===== src/rtl/exe_stage.sv =====
// Execute stage: ALU, branch target, NZCV status and the EX/MEM pipeline register.
// Define EXE_ITER_MUL_EN to add the iterative 32-cycle shift-add multiplier (cmd 1111).
module exe_stage (
  input  logic        clk,
  input  logic        rst,
  input  logic        freeze_i,
  input  logic [3:0]  exe_cmd_i,
  input  logic        s_i,
  input  logic        wb_en_i,
  input  logic        mem_r_en_i,
  input  logic        mem_w_en_i,
  input  logic [31:0] val1_i,
  input  logic [31:0] val2_i,
  input  logic [31:0] val_rm_i,
  input  logic [3:0]  dest_i,
  input  logic [31:0] pc_i,
  input  logic [23:0] imm24_i,
  output logic        stall_o,
  output logic [3:0]  status_o,
  output logic [31:0] branch_addr_o,
  output logic        wb_en_o,
  output logic        mem_r_en_o,
  output logic        mem_w_en_o,
  output logic [31:0] alu_res_o,
  output logic [31:0] val_rm_o,
  output logic [3:0]  dest_o
);

  localparam logic [3:0] CMD_MOV = 4'b0001;
  localparam logic [3:0] CMD_MVN = 4'b1001;
  localparam logic [3:0] CMD_ADD = 4'b0010;
  localparam logic [3:0] CMD_ADC = 4'b0011;
  localparam logic [3:0] CMD_SUB = 4'b0100;
  localparam logic [3:0] CMD_SBC = 4'b0101;
  localparam logic [3:0] CMD_AND = 4'b0110;
  localparam logic [3:0] CMD_ORR = 4'b0111;
  localparam logic [3:0] CMD_EOR = 4'b1000;

  logic [3:0]  status_q, status_d;
  logic        wb_en_q, wb_en_d;
  logic        mem_r_en_q, mem_r_en_d;
  logic        mem_w_en_q, mem_w_en_d;
  logic [31:0] alu_res_q, alu_res_d;
  logic [31:0] val_rm_q, val_rm_d;
  logic [3:0]  dest_q, dest_d;

  logic        stall;
  logic        mul_done;
  logic [31:0] mul_acc;

  logic [31:0] op_b;
  logic        cin;
  logic        use_sum;
  logic [32:0] sum;
  logic [31:0] alu_res;
  logic        upd_nz;
  logic        upd_cv;
  logic [31:0] res;
  logic        res_upd_nz;
  logic        res_upd_cv;
  logic        ovf;

  // Sign-extended word offset added to PC+4.
  assign branch_addr_o = pc_i + {{6{imm24_i[23]}}, imm24_i, 2'b00};

`ifdef EXE_ITER_MUL_EN
  typedef enum logic [1:0] {MUL_IDLE, MUL_RUN, MUL_DONE} mul_state_e;

  mul_state_e  state_q, state_d;
  logic [31:0] mcand_q, mcand_d;
  logic [31:0] mplr_q, mplr_d;
  logic [31:0] acc_q, acc_d;
  logic [4:0]  cnt_q, cnt_d;

  always_ff @(posedge clk or posedge rst) begin
    if (rst) begin
      state_q <= MUL_IDLE;
      mcand_q <= '0;
      mplr_q  <= '0;
      acc_q   <= '0;
      cnt_q   <= '0;
    end else begin
      state_q <= state_d;
      mcand_q <= mcand_d;
      mplr_q  <= mplr_d;
      acc_q   <= acc_d;
      cnt_q   <= cnt_d;
    end
  end

  always_comb begin
    state_d = state_q;
    mcand_d = mcand_q;
    mplr_d  = mplr_q;
    acc_d   = acc_q;
    cnt_d   = cnt_q;
    stall   = 1'b0;
    case (state_q)
      MUL_IDLE: begin
        if (exe_cmd_i == 4'b1111 && !freeze_i) begin
          stall   = 1'b1;
          mcand_d = val1_i;
          mplr_d  = val2_i;
          acc_d   = '0;
          cnt_d   = '0;
          state_d = MUL_RUN;
        end
      end
      MUL_RUN: begin
        stall = 1'b1;
        if (!freeze_i) begin
          if (mplr_q[0]) acc_d = acc_q + mcand_q;
          mcand_d = mcand_q << 1;
          mplr_d  = mplr_q >> 1;
          cnt_d   = cnt_q + 5'd1;
          if (cnt_q == 5'd31) state_d = MUL_DONE;
        end
      end
      MUL_DONE: begin
        if (!freeze_i) state_d = MUL_IDLE;
      end
      default: state_d = MUL_IDLE;
    endcase
  end

  assign mul_done = (state_q == MUL_DONE);
  assign mul_acc  = acc_q;
`else
  assign stall    = 1'b0;
  assign mul_done = 1'b0;
  assign mul_acc  = '0;
`endif

  assign stall_o = stall;

  // Subtraction reuses the adder as a + ~b + carry-in, so C is no-borrow.
  always_comb begin
    op_b    = val2_i;
    cin     = 1'b0;
    use_sum = 1'b0;
    upd_nz  = 1'b0;
    upd_cv  = 1'b0;
    alu_res = '0;
    case (exe_cmd_i)
      CMD_MOV: begin alu_res = val2_i;           upd_nz = 1'b1; end
      CMD_MVN: begin alu_res = ~val2_i;          upd_nz = 1'b1; end
      CMD_ADD: use_sum = 1'b1;
      CMD_ADC: begin cin = status_q[1];          use_sum = 1'b1; end
      CMD_SUB: begin op_b = ~val2_i; cin = 1'b1; use_sum = 1'b1; end
      CMD_SBC: begin op_b = ~val2_i; cin = status_q[1]; use_sum = 1'b1; end
      CMD_AND: begin alu_res = val1_i & val2_i;  upd_nz = 1'b1; end
      CMD_ORR: begin alu_res = val1_i | val2_i;  upd_nz = 1'b1; end
      CMD_EOR: begin alu_res = val1_i ^ val2_i;  upd_nz = 1'b1; end
      default: ;
    endcase
    sum = {1'b0, val1_i} + {1'b0, op_b} + {32'd0, cin};
    if (use_sum) begin
      alu_res = sum[31:0];
      upd_nz  = 1'b1;
      upd_cv  = 1'b1;
    end
  end

  assign ovf        = (val1_i[31] == op_b[31]) && (sum[31] != val1_i[31]);
  assign res        = mul_done ? mul_acc : alu_res;
  assign res_upd_nz = mul_done | upd_nz;
  assign res_upd_cv = !mul_done & upd_cv;

  // Flags only move when the instruction really leaves EX.
  always_comb begin
    status_d = status_q;
    if (s_i && !freeze_i && !stall) begin
      if (res_upd_nz) status_d[3:2] = {res[31], (res == 32'd0)};
      if (res_upd_cv) status_d[1:0] = {sum[32], ovf};
    end
  end

  always_comb begin
    wb_en_d    = wb_en_q;
    mem_r_en_d = mem_r_en_q;
    mem_w_en_d = mem_w_en_q;
    alu_res_d  = alu_res_q;
    val_rm_d   = val_rm_q;
    dest_d     = dest_q;
    if (!freeze_i) begin
      if (stall) begin
        wb_en_d    = 1'b0;
        mem_r_en_d = 1'b0;
        mem_w_en_d = 1'b0;
        alu_res_d  = '0;
        val_rm_d   = '0;
        dest_d     = '0;
      end else begin
        wb_en_d    = wb_en_i;
        mem_r_en_d = mem_r_en_i;
        mem_w_en_d = mem_w_en_i;
        alu_res_d  = res;
        val_rm_d   = val_rm_i;
        dest_d     = dest_i;
      end
    end
  end

  always_ff @(posedge clk or posedge rst) begin
    if (rst) begin
      status_q   <= '0;
      wb_en_q    <= 1'b0;
      mem_r_en_q <= 1'b0;
      mem_w_en_q <= 1'b0;
      alu_res_q  <= '0;
      val_rm_q   <= '0;
      dest_q     <= '0;
    end else begin
      status_q   <= status_d;
      wb_en_q    <= wb_en_d;
      mem_r_en_q <= mem_r_en_d;
      mem_w_en_q <= mem_w_en_d;
      alu_res_q  <= alu_res_d;
      val_rm_q   <= val_rm_d;
      dest_q     <= dest_d;
    end
  end

  assign status_o   = status_q;
  assign wb_en_o    = wb_en_q;
  assign mem_r_en_o = mem_r_en_q;
  assign mem_w_en_o = mem_w_en_q;
  assign alu_res_o  = alu_res_q;
  assign val_rm_o   = val_rm_q;
  assign dest_o     = dest_q;

endmodule


===== config.mk =====
export PLATFORM = sky130hd
export DESIGN_NAME = exe_stage
export DESIGN_NICKNAME = d
export VERILOG_FILES = /design/src/rtl/exe_stage.sv
export SDC_FILE = /design/constraint.sdc
export NUM_CORES = 1
export LEC_CHECK = 0
export ABC_AREA = 0
export BUFFER_PORTS_ARGS = -buffer_cell sky130_fd_sc_hd__buf_2
export CAP_MARGIN = 20
export CORE_MARGIN = 2
export CORE_UTILIZATION = 30
export CTS_BUF_LIST = sky130_fd_sc_hd__clkbuf_8
export DETAILED_ROUTE_END_ITERATION = 16
export PLACE_DENSITY = 0.57
export SLEW_MARGIN = 40
export SYNTH_ARGS = -nofsm -noshare
export SYNTH_HDL_FRONTEND = slang
export SYNTH_SLANG_ARGS = --single-unit

===== constraint.sdc =====
create_clock -name clk -period 4 [get_ports clk]
set_input_delay 0.4 -clock clk [delete_from_list [all_inputs] [get_ports clk]]
set_output_delay 0.4 -clock clk [all_outputs]
set_load 0.01 [all_outputs]

Yosys cells after proc, flatten, opt, wreduce, memory -nomap -nowiden
Cells that the tools add are included.

Latch bits: 0. Register bits: 75. Output and inout port bits: 108. Bits in read-only memories: 0. Memory bits (writable): 0. Memories: 0. Word-level logic and storage cells: 44.

$add $sub $neg: 3. Shift operators: 0. Multiply operators: 0. Divide/modulo/power cells: 0. Order comparisons: 0. Bitwise gates (word level): 4. Multiplexer cells: 8. Equal/unequal tests: 11. Reductions and logical operators: 10.

Operators with widths (number): case mux 32 bit (5 select lines) (1); 2-to-1 mux 32 bit (2); adder 32 x 32 -> 33 bit (1); adder 33 x 1 -> 33 bit (1); adder 32 bit (1); bitwise AND 32 bit (1); zero test 32 bit (1); NOT 32 bit (1); OR 32 bit (1); bitwise XOR 32 bit (1); equality test 4 x 3 -> 1 bit, second input constant (4); equality test 4 x 2 -> 1 bit, second input constant (2); equality test 4 bit, second input constant (2); OR reduction 5 bit (1); equality test 4 x 1 -> 1 bit, second input constant (1); 2-to-1 mux 1 bit (4); AND reduction 2 bit (2); OR reduction 2 bit (2); OR reduction 4 bit (1); logical AND 1 bit (2); case mux 1 bit (2 select lines) (1); equality test 1 bit (1); zero test 1 bit (1); inequality test 1 bit (1).

Longest topological paths before layout
Depth in word-level cells: 7. Depth in mapped cells: 21. Depth with buffers taken out: 16.

Worst setup path before layout
OpenSTA, ideal clock, no wires.

Path kind: input port to flip-flop. Start point: in exe_cmd_i[0]. End point: reg status_q[2] (netlist: status_o[2]). Path buffers: 5. Setup time: 0.076 ns. Slack: -0.472 ns. Arrival: 4.396 ns. Stages: 21. Cell sequence: buf_2 buf_2 buf_2 buf_2 buf_2 nand2_1 nor3_1 o21bai_1 fa_1 fa_1 nand2b_1 a21oi_1 o31a_2 a211oi_4 o211ai_1 or3b_1 and4b_1 nand4b_1 nor4_2 nand4_1 o21ai_1.

Longest elaborated chain between the ends: 7. Elaborated cells on any way between the ends: 24. Those cells by class: add/sub (2); eq/ne (9); mux (7); reduce/logical (6).

RTL lines: start: declaration (RTL line 7) `input logic [3:0] exe_cmd_i,`; equality test 4 x 3 -> 1 bit (RTL line 144) `case (exe_cmd_i)`; OR reduction 2 bit (no line); 2-to-1 mux 32 bit; adder 32 x 32 -> 33 bit (RTL line 156) `sum = {1'b0, val1_i} + {1'b0, op_b} + {32'd0, cin};`; adder 33 x 1 -> 33 bit (RTL line 156); 2-to-1 mux 32 bit (RTL line 157) `if (use_sum) begin`; zero test 32 bit (RTL line 173) `if (res_upd_nz) status_d[3:2] = {res[31], (res == 32'd0)};`; end signal: assignment (RTL line 214) `status_q <= status_d;`; end: declaration (RTL line 39) `logic [3:0] status_q, status_d;`.

Parallel ways exist; a longest one is shown, timed or not. A chain may end at the register's enable or synchronous reset.

Final worst setup path
Start point: reg status_q[1] (netlist: status_o[1]). End point: reg status_q[2] (netlist: status_o[2]).

Longest elaborated chain between the ends: 4.

RTL lines (RTL line): case mux 1 bit (2 select lines) (144); adder 33 x 1 -> 33 bit (156); 2-to-1 mux 32 bit (157); zero test 32 bit (173).

No other way between the ends.

==> results by group <==
Cells and area
  – Fill cells: 3010
  – Multi-input logic area: 6360 um2
  – # nets final: 1622
  – Synth-to-Final Area Change: 27.4%
  – Final instance area: 11200 um2
  – Fin util: 39.0%
  – Reg area: 1880 um2
  – Share of layout cells above drive strength 1: 32.7%

Synth
  – Ys async rst share: 100%
  – Top FF cell, synth: dfrtp_1
  – Syn avg cell area: 8.56 um2
  – Post-synth top area share: 21.3%
  – Synthesized area: 8810 um2
  – Sequential area share after synthesis: 21.3%
  – Syn Inst Count: 1029
  – Synthesized flop and latch total: 75
  – Mapped Nets: 1323
  – Dominant cells by area after synthesis: dfrtp_1 (21%), ha_1 (18%), mux2_2 (7.5%), xnor2_1 (6.4%), a21oi_1 (4.8%)
  – Syn. warnings: 0
  – Post-synth EDFFs: 0
  – Synth cell types: 81
  – Largest area contributor in the netlist: dfrtp_1

Global routing
  – Antenna violations before repair: 2
  – Number of global-route vias before repair: 8312
  – First-pass GRT wire length: 43700 um
  – Total track usage: 17.6%
  – Total grt overflow: 0
  – Largest net degree at the start of global routing: 78

Worst setup path
  – Worst Setup Path Type: reg -> reg
  – Reg-to-Reg End: status_o[2]
  – Crit-path max FO: 3
  – CP max stage delay: 0.42 ns
  – R2R Setup Slk: 0.21 ns
  – Arrival @ worst endpoint: 4.08 ns
  – Worst endpoint required time: 4.29 ns
  – Worst Reg2Reg Path Length in Cells: 16
  – CP endpoint kind: flip-flop
  – RR Startpoint: status_o[1]
  – Worst path slowest cell: a2111o_1
  – Critical path startpoint category: flip-flop
  – Cell breakdown of the critical path: inv_1 > nor3_1 > o21bai_1 > fa_1 > fa_2 > buf_4 > xnor2_1 > a2111o_1 > nor4_2 > nand4_1 > nor4_2 > and4b_1 > nand4b_1 > nor4_2 > nand4_1 > o21ai_1
  – Most frequent CP cell: nor4_2

Clock tree
  – Clock latency on the worst-skew pair: 0.36 ns
  – Clk slew on worst S/H paths: 0.08 ns
  – H-tree levels: 3
  – TritonCTS clock tree: done
  – CTS root buffer: clkbuf_8
  – Hold_buf cts: 0
  – # clock sinks: 75
  – CTS resizes: 0
  – Total CTS buffers: 9
  – Setup Buffers After CTS: 0
  – CTS Buffer Depth: 2

STA
  – Fmax: 0.264 GHz
  – Crit path time final: 3.79 ns
  – RSZ-0062 raised after global routing: no
  – Final worst path period share: 94.8%
  – Worst-margin pin slew: 0.754 ns
  – Slew Limit Fails: 0
  – Final Hold Viols: 0
  – Rel. slew slack: 49.7%
  – Setup violations, final: 0
  – Clk_skew: 0.0111 ns

Drt
  – Post-DR vias/cell: 5.02
  – DR vias: 8625
  – WL/cell: 16.1 um
  – Routed Antenna Nets: 0
  – DRC Markers: 0
  – WL final: 27700 um
  – TritonRoute pass-1 iters: 5
  – Initial drt markers: 499

Power and ir drop
  – Peak supply drop: 0.000142 V
  – Leakage power: 5.59 nW
  – Power per cell area: 278 nW/um2

Placement
  – Post-DP Area: 11000 um2
  – PortBufs: 269
  – Routability Congestion: 0.904
  – Detailed placement HPWL: 22800 um

Floorplanning
  – Initial core utilization: 30.6%
  – Die H: 175 um
  – Total core area: 28800 um2
  – Die area: 30700 um2
  – Chip width: 175 um
  – IO Pins: 275
  – Cell Rows: 62

Worst hold path
  – HP Class: in -> async

Status
  – Status: complete, no violations

Run
  – Max Cap Viol: 0
-- worst max-delay path by stage --
| stage | cells after the start | startpoint | endpoint |
|---|---|---|---|
| global route | 16 | pc_i[2] | branch_addr_o[30] |
| global placement | 17 | exe_cmd_i[1] | status_o[2] |
| finish | 16 | status_o[1] | status_o[2] |
| CTS | 16 | pc_i[2] | branch_addr_o[30] |
| floorplan | 21 | exe_cmd_i[0] | status_o[2] |
| detailed placement | 18 | exe_cmd_i[1] | status_o[2] |
-- state kept, by name, indices dropped and copies added (netlist names) --
signal and cells:
dest_o 4, mem_r_en_o 1, wb_en_o 1, status_o 4, mem_w_en_o 1, val_rm_o 32, alu_res_o 32
-- metal layers --
metal  share of wire, %  GRT usage (%)  vias up  wire, um
met5                  0              0        -         0
met4                1.0           2.99        0       289
met3                4.5           2.58       22      1260
met2                 50           30.9      204     13700
met1                 45           23.1     4099     12400
li1                   -              -     4300         -
-- kinds of logic after synthesis --
logic type | synth area share, %
other | 0.0426
muxes | 10.5
xor gates and xnor gates | 7.76
adders and majority gates | 18.3
buffers and inverters | 7.13
AOI/OAI and AO/OA | 22.4
DFF | 21.3
and+or+nand+nor | 12.6
-- worst max-delay path: cells and delay by family (launching register included) --
family | cells | cell delay [ns]
XOR/XNOR | 1 | 0.13
adder cells (fa/ha/maj) | 2 | 0.77
AND/OR/NAND/NOR | 8 | 1.55
flip-flops | 1 | 0.37
AO/OA/AOI/OAI | 3 | 0.66
buffers and inverters | 2 | 0.24
-- stage by stage --
| step | setup TNS, ns | worst slack, ns | hold WS [ns] | power [mW] | cells |
|---|---|---|---|---|---|
| 2_1_floorplan | -0.0518 | -0.0518 | 0.518 | 1.88 | 1029 |
| 3_3_place_gp | -0.0228 | -0.0228 | 0.394 | 2.46 | 1700 |
| 3_5_place_dp | -0.0180 | -0.0180 | 0.400 | 2.48 | 1701 |
| 4_1_cts | 0 | 0.197 | 0.00466 | 3.14 | 1717 |
| 5_1_grt | 0 | 0.00784 | 0.0194 | 3.34 | 1718 |
| 6_report | 0 | 0.209 | 0.00831 | 3.12 | 1718 |
-- final cells by class --
cell class / instances / area share [%]
Multi-Input combinational cell: 799 / 56.7
Sequential cell: 75 / 16.7
Inverter: 111 / 3.71
Clock inverter: 7 / 0.836
Antenna cell: 1 / 0.0223
Timing Repair Buffer: 332 / 16.6
Tap cell: 384 / 4.28
Clock buffer: 9 / 1.10
-- placed cells by master (no fill, tap or decap), types with 11 or more instances in the layout --
master    count
xor2_1       14
a211oi_1     15
buf_4        60
a21o_1       23
mux2i_1      26
inv_1       111
dfrtp_1      75
nand2_1      52
a21oi_1      82
a221oi_1     16
nand3_1      11
buf_2       268
mux2_2       59
ha_1        124
o21ai_0      49
nand2b_1     16
xnor2_1      64
nor2_1       69
-- cells in the mapped netlist (4+ instances only) --
cell	count
a211o_1	4
a211oi_1	16
a21o_1	23
a21oi_1	84
a221o_1	10
a221oi_1	17
a31oi_1	9
and2_1	6
and3_1	7
buf_2	13
buf_4	6
clkbuf_1	23
dfrtp_1	75
ha_1	124
inv_1	111
mux2_2	59
mux2i_1	26
nand2_1	52
nand2b_1	16
nand3_1	11
nand3b_1	6
nand4_1	7
nor2_1	70
nor2b_1	6
nor3_1	7
nor3b_1	4
nor4_1	6
o2111ai_1	6
o211ai_1	10
o21a_1	8
o21ai_0	51
o21ai_1	7
o21bai_1	6
xnor2_1	64
xor2_1	14
-- power by group --
group	internal (mW)	switching, mW
logic	0.700	0.852
clock network	0.350	0.295
registers	0.863	0.0554
total	1.91	1.20
Power figures use the tool's default switching activity.
